### src/rtl/ula_wb_stage.sv
// Writeback stage: buffers ALU results in a small FIFO and resolves bne compares
// into a one-cycle redirect pulse; counts retired instructions.
module ula_wb_stage #(
    parameter int DEPTH = 2
) (
    input  logic       clk,
    input  logic       rst_n,
    input  logic       in_valid,
    output logic       in_ready,
    input  logic [7:0] in_result,
    input  logic       in_zero,
    input  logic [1:0] in_rd,
    input  logic       in_reg_write,
    input  logic       in_is_bne,
    input  logic [7:0] in_target,
    input  logic       flush,
    output logic       out_valid,
    input  logic       out_ready,
    output logic [7:0] out_result,
    output logic [1:0] out_rd,
    output logic       out_reg_write,
    output logic       branch_taken,
    output logic [7:0] branch_pc,
    output logic [7:0] retired_count
);

    localparam int DATA_W  = 8;
    localparam int PTR_W   = $clog2(DEPTH);
    localparam int CNT_W   = PTR_W + 1;
    localparam int ENTRY_W = DATA_W + 3;
    localparam logic [CNT_W-1:0] FULL = CNT_W'(DEPTH);

    logic [ENTRY_W-1:0] mem_p1 [DEPTH];
    logic [PTR_W-1:0]   wptr;
    logic [PTR_W-1:0]   rptr;
    logic [CNT_W-1:0]   count;
    logic [ENTRY_W-1:0] head;

    logic accept;
    logic pop;
    logic push;
    logic bne_ok;

    function automatic logic [7:0] retire_next(input logic [7:0] cur,
                                               input logic       pop_ok,
                                               input logic       bne_acc);
        return cur + {7'd0, pop_ok} + {7'd0, bne_acc};
    endfunction

    assign in_ready  = rst_n & (count < FULL);
    assign out_valid = (count != '0);
    assign accept    = in_valid & in_ready & ~flush;
    assign pop       = out_valid & out_ready;
    assign push      = accept & ~in_is_bne;
    assign bne_ok    = accept & in_is_bne;

    // Stage p1: buffer storage holds data only; validity comes from count
    always_ff @(posedge clk) begin
        if (push) begin
            mem_p1[wptr] <= {in_result, in_rd, in_reg_write};
        end
    end

    always_ff @(posedge clk) begin
        if (!rst_n) begin
            count         <= '0;
            wptr          <= '0;
            rptr          <= '0;
            branch_taken  <= 1'b0;
            branch_pc     <= '0;
            retired_count <= '0;
        end else if (flush) begin
            // a pop coinciding with flush is dropped, not retired
            count        <= '0;
            wptr         <= '0;
            rptr         <= '0;
            branch_taken <= 1'b0;
        end else begin
            if (push) begin
                wptr <= wptr + 1'b1;
            end
            if (pop) begin
                rptr <= rptr + 1'b1;
            end
            unique case ({push, pop})
                2'b10:   count <= count + 1'b1;
                2'b01:   count <= count - 1'b1;
                default: count <= count;
            endcase
            branch_taken <= bne_ok & ~in_zero;
            if (bne_ok & ~in_zero) begin
                branch_pc <= in_target;
            end
            retired_count <= retire_next(retired_count, pop, bne_ok);
        end
    end

    assign head          = mem_p1[rptr];
    assign out_result    = out_valid ? head[ENTRY_W-1:3] : '0;
    assign out_rd        = out_valid ? head[2:1] : '0;
    assign out_reg_write = out_valid & head[0];

endmodule
### config.mk
export PLATFORM = sky130hd
export DESIGN_NAME = ula_wb_stage
export DESIGN_NICKNAME = d
export VERILOG_FILES = /design/src/rtl/ula_wb_stage.sv
export SDC_FILE = /design/constraint.sdc
export NUM_CORES = 1
export LEC_CHECK = 0
export ABC_AREA = 1
export CAP_MARGIN = 10
export CORE_MARGIN = 4
export CORE_UTILIZATION = 53
export CTS_BUF_LIST = sky130_fd_sc_hd__clkbuf_8
export DETAILED_ROUTE_END_ITERATION = 7
export DONT_BUFFER_PORTS = 1
export PLACE_DENSITY = 0.68
export SYNTH_ARGS = -nofsm -noshare
export SYNTH_HDL_FRONTEND = slang
export SYNTH_SLANG_ARGS = --single-unit
### constraint.sdc
create_clock -name clk -period 4.85 [get_ports clk]
set_input_delay 0.485 -clock clk [delete_from_list [all_inputs] [get_ports clk]]
set_output_delay 0.485 -clock clk [all_outputs]
set_load 0.01 [all_outputs]
==> results of run 1 <==
==> power groups by stage <==
stage	clock [mW]	sequential, mW	combinational (mW)
CTS	0.280	0.400	0.0236
floorplan	0	0.408	0.0211
detailed placement	0	0.409	0.0235
global route	0.300	0.401	0.0277
global placement	0	0.409	0.0223
finish	0.275	0.400	0.0233
==> area by class of cell <==
cell class,count,area share [%]
multi-input cells,130,31.2
well taps,46,2.91
inverters,24,4.55
clock inverters,3,2.15
clock buffers,5,3.48
flip-flops and latches,44,55.7
==> metal layers <==
metal	track usage, %	vias to the layer above	part of all wire, %
li1	-	663	-
met1	18.3	595	39
met2	28.5	53	49
met3	8.09	5	11
met4	5.33	0	0.99
met5	0	-	0
==> how the worst min path moves through the flow <==
stage,to,depth (start not counted)
final,mem_p1[0][2],0
after global routing,mem_p1[1][2],0
after CTS,branch_taken,1
after detailed placement,register,1
after global placement,rptr,1
after floorplan,register,1
==> state kept, by name, summed over array words and instances (netlist names), named ones only <==
signal	cells
branch_pc	8
rptr	1
branch_taken	1
count	2
mem_p1	22
retired_count	8
wptr	1
==> per-stage QoR <==
stage | hold WS [ps] | cell area [µm²] | cells
after floorplan | 425 | 1830 | 203
after global placement | 438 | 1870 | 244
after detailed placement | 439 | 1870 | 244
after CTS | 274 | 1980 | 252
after global routing | 260 | 1980 | 252
final | 283 | 1980 | 252
==> cells in the mapped netlist <==
cell,n,area (µm²)
ha_1,2,25.0
o21ai_0,4,20.0
o21a_1,1,7.51
nand3_2,1,10.0
fa_1,1,20.0
a21oi_1,16,80.1
inv_1,22,82.6
nor3_1,2,10.0
xor2_1,1,8.76
nor2_4,3,33.8
nor2_1,38,143
nand3_1,4,20.0
nand4_1,9,56.3
inv_2,2,7.51
edfxtp_1,22,661
nor3b_1,1,7.51
dfxtp_1,22,440
nand2_1,47,176
clkbuf_1,5,18.8
==> logic make-up (layout without fill, tap and decap cells) <==
group	Yosys count	in the layout	synth area share, %
adders and majority gates	3	3	2.46
DFF	44	44	60.2
xor gates and xnor gates	1	1	0.479
buffers and inverters	29	32	5.96
and+or+nand+nor	105	105	25.0
AOI/OAI and AO/OA	21	21	5.89
==> worst register-to-register path, stage by stage, from the launching register on <==
cell	delay (ps)
dfxtp_1	360
nor2_1	680
nor2_1	250
fa_1	470
ha_1	220
nand3_1	130
nor2_1	80
nor2_1	100
o21a_1	120
==> results.json, run 1 <==
{
  "setup-violations-final": 0,
  "power_uw": 698,
  "yosysSeqAreaShare_pct": 60.2,
  "tightest_slew_ps": 916,
  "swShare_pct": 20.5,
  "critPathMaxFanout": 13,
  "synth_area_per_cell_um2": 9.00,
  "h-tree-depth": 2,
  "cp_data_arrival_time_ps": 2690,
  "routed_via_density": 5.22,
  "nFillCells": 305,
  "cts-resized-gates": 0,
  "wl_um": 3440,
  "worst-path-stages": 8,
  "syn_nets": 232,
  "ios": 56,
  "seqPwrFrac_pct": 57.3,
  "grtUsageTotal_pct": 16.8,
  "place_hpwl_um": 2460,
  "ys_warn_count": 0,
  "drt_pass1_iterations": 4,
  "fmax_mhz": 408,
  "grt_pass1_wl_um": 5610,
  "final_core_util_pct": 59.3,
  "power_frac_clock_pct": 39.4,
  "detail-route-antenna-nets": 0,
  "min_period_ps": 2450,
  "drcViolationCount": 0,
  "fp.dieH_um": 66.7,
  "crit_required_ps": 5090,
  "p_leak_nw": 0.785,
  "synth_cells": 203,
  "min_path_type": "in -> reg",
  "r2r_end": "retired_count[4]",
  "dp_slack_ps": 2400,
  "cpPeakStageDelay_ps": 680,
  "final_nets": 234,
  "final_common_cell": "nand2_1",
  "ff2ff_path_depth": 8,
  "cp-start-kind": "register",
  "vias": 1316,
  "layout_common_cells": "47 x nand2_1, 38 x nor2_1, 22 x inv_1, 22 x dfxtp_1, 22 x edfxtp_1",
  "n_antenna_cell": 0,
  "start_util_pct": 54.8,
  "area.growth.synth_to_final_pct": 8.21,
  "cp_cell_sequence": "nor2_1 > nor2_1 > fa_1 > ha_1 > nand3_1 > nor2_1 > nor2_1 > o21a_1",
  "postCtsSetupRepairBufs": 0,
  "wl_per_cell_um": 13.6,
  "max_cap_viol_count": 0,
  "gp_congestion": 0.765,
  "cts_buffers": 5,
  "combPwrFrac_pct": 3.3,
  "slowest_stage": "nor2_1",
  "grt_max_degree": 16,
  "p_int_uw": 555,
  "fin_ws_ps": 2400,
  "maxSlewViolCount": 0,
  "dieWidth_um": 66.7,
  "relSlewSlack_pct": 38.7,
  "crit_end": "retired_count[4]",
  "grt_pass1_vias": 1259,
  "crit_top_cell": "nor2_1",
  "antenna_found_initial": 0,
  "min_period_over_period_pct": 50.5,
  "reg2reg_slack_ps": 2400,
  "clkLatencyLatePin_ps": 290,
  "netlist_area_um2": 1830,
  "grt_overflow": 0,
  "drive_gt1_share_pct": 6.31,
  "cts_root_buffer": "clkbuf_8",
  "crit_family": "simple AND/OR/NAND/NOR gates",
  "criticalPathCategory": "reg -> reg",
  "cts_tree": "done",
  "cts_sinks": 44,
  "max-vdd-ir-drop_mv": 0.270,
  "power.switching_uw": 143,
  "io_buffers": 0,
  "crit_start": "count[1]",
  "drtIter0Drc": 67,
  "register_area_um2": 1100,
  "rows": 21,
  "power.density_nw_per_um2": 353,
  "dieArea_um2": 4450,
  "multi_input_area_um2": 618,
  "cts_hold_buf": 0,
  "worst_r2r_startpoint": "count[1]",
  "hp-start": "in_rd[1]",
  "rsz0062_at_grt": "no",
  "fin_skew_ps": 5.38,
  "synth_cell_types": 19,
  "end_kind": "register",
  "clk_path_buf_depth": 2,
  "path_buf_inv": 0,
  "status": "completed",
  "synth-seq-cells": 44,
  "fp.coreArea_um2": 3340,
  "tns_ps": 0,
  "clk_pin_slew_ps": 80,
  "finalHoldViolations": 0
}
(Power assumes the default switching activity.)
==> inputs of run 2 (changes only) <==
==> constraint.sdc (replaced) <==
create_clock -name clk -period 2.6 [get_ports clk]
set_input_delay 0.26 -clock clk [delete_from_list [all_inputs] [get_ports clk]]
set_output_delay 0.26 -clock clk [all_outputs]
set_load 0.01 [all_outputs]
==> results.json, run 2 (synthesized netlist as in run 1, its figures left out) <==
{
  "io_buffers": 0,
  "crit_required_ps": 2780,
  "final_core_util_pct": 60.1,
  "grtUsageTotal_pct": 15.8,
  "min_path_type": "in -> reg",
  "grt_pass1_vias": 1179,
  "dieArea_um2": 4450,
  "power.density_nw_per_um2": 648,
  "cp-start-kind": "register",
  "maxSlewViolCount": 0,
  "wl_per_cell_um": 13.0,
  "highest-signal-layer": "met4",
  "largest_reg_flops": 22,
  "cp_data_arrival_time_ps": 2160,
  "clk_path_buf_depth": 2,
  "critPathMaxFanout": 13,
  "min_period_over_period_pct": 76.1,
  "met3WireLength_um": 267,
  "dp_slack_ps": 628,
  "area.growth.synth_to_final_pct": 9.72,
  "tns_ps": 0,
  "tightest_slew_ps": 413,
  "cts_tree": "done",
  "final_common_cell": "nand2_1",
  "instances_no_fill": 255,
  "criticalPathCategory": "reg -> reg",
  "dieWidth_um": 66.7,
  "p_leak_nw": 0.802,
  "drt_pass1_iterations": 4,
  "min_period_ps": 1980,
  "met1_length_um": 1300,
  "cts-resized-gates": 0,
  "fp.dieH_um": 66.7,
  "rows": 21,
  "rsz0062_at_grt": "no",
  "grt_pass1_wl_um": 5240,
  "postCtsSetupRepairBufs": 0,
  "routed_via_density": 5.00,
  "drtIter0Drc": 50,
  "power_mw": 1.30,
  "cts_root_buffer": "clkbuf_8",
  "grt_overflow": 0,
  "regMostFlops": "mem_p1",
  "dp_cells": 247,
  "cts_sinks": 44,
  "route.met2.wl_um": 1720,
  "setup-violations-final": 0,
  "end_kind": "register",
  "gp_congestion": 0.762,
  "grt_max_degree": 16,
  "h-tree-depth": 2,
  "clk_pin_slew_ps": 80,
  "relSlewSlack_pct": 72.4,
  "final_nets": 237,
  "wl_um": 3310,
  "fin_skew_ps": 3.19,
  "fp.coreArea_um2": 3340,
  "cts_buffers": 5,
  "layout_common_cells": "47 x nand2_1, 38 x nor2_1, 22 x inv_1, 22 x dfxtp_1, 22 x edfxtp_1",
  "cts_hold_buf": 0,
  "clkLatencyLatePin_ps": 280,
  "max_cap_viol_count": 0,
  "max-vdd-ir-drop_mv": 0.389,
  "detail-route-antenna-nets": 0,
  "largestRegisters": "mem_p1 x22, branch_pc x8, retired_count x8",
  "drcViolationCount": 0,
  "finalHoldViolations": 0,
  "place_hpwl_um": 2430,
  "drive_gt1_share_pct": 8.13,
  "fin_ws_ps": 621,
  "fmax_mhz": 505,
  "n_antenna_cell": 0,
  "vias": 1274,
  "antenna_found_initial": 0,
  "status": "completed",
  "ios": 56,
  "nFillCells": 302,
  "start_util_pct": 54.8
}
run 2: cell type report:
cell class / count / area, µm² / area share [%]
Timing Repair Buffer: 3 / 22.5 / 1.12
Clock inverter: 3 / 47.5 / 2.37
Tap cell: 46 / 57.6 / 2.87
Clock buffer: 5 / 68.8 / 3.43
Sequential cell: 44 / 1100 / 54.9
Inverter: 24 / 90.1 / 4.49
Multi-Input combinational cell: 130 / 618 / 30.8
run 2: per-layer routing:
layer,up-vias,global-route usage (%)
li1,668,-
met4,0,3.81
met2,33,28.1
met5,-,0
met3,2,7.25
met1,571,16.9
run 2: worst paths after layout:
check                               from               end  slack [ps]  cells after the start
worst max-delay path            count[1]  retired_count[6]         620                     10
worst min-delay path             in_zero      branch_taken          70                      1
worst max register to register  count[1]  retired_count[6]         620                     10
worst min register to register      rptr          register         460                      1
run 2: metrics by stage:
stage | hold slack [ps] | instance area (µm²)
after global placement | 359 | 1890
after detailed placement | 359 | 1890
after floorplan | 351 | 1830
final | 67.1 | 2010
after CTS | 57.4 | 2010
after global routing | 33.2 | 2010
run 2: critical path, cell delays in order (launching register included):
cell and delay [ps]:
dfxtp_1 420, nor2_1 70, buf_4 180, nor2_1 280
fa_1 260, ha_1 180, nand3_1 140, nor2_1 190
nand2_1 70, nand2_1 60, nor2_1 40
run 2: power by group:
group | total, mW | internal, mW | switching [mW]
clock | 0.510 | 0.289 | 0.221
combinational | 0.0442 | 0.0154 | 0.0288
sequential | 0.746 | 0.737 | 0.00889
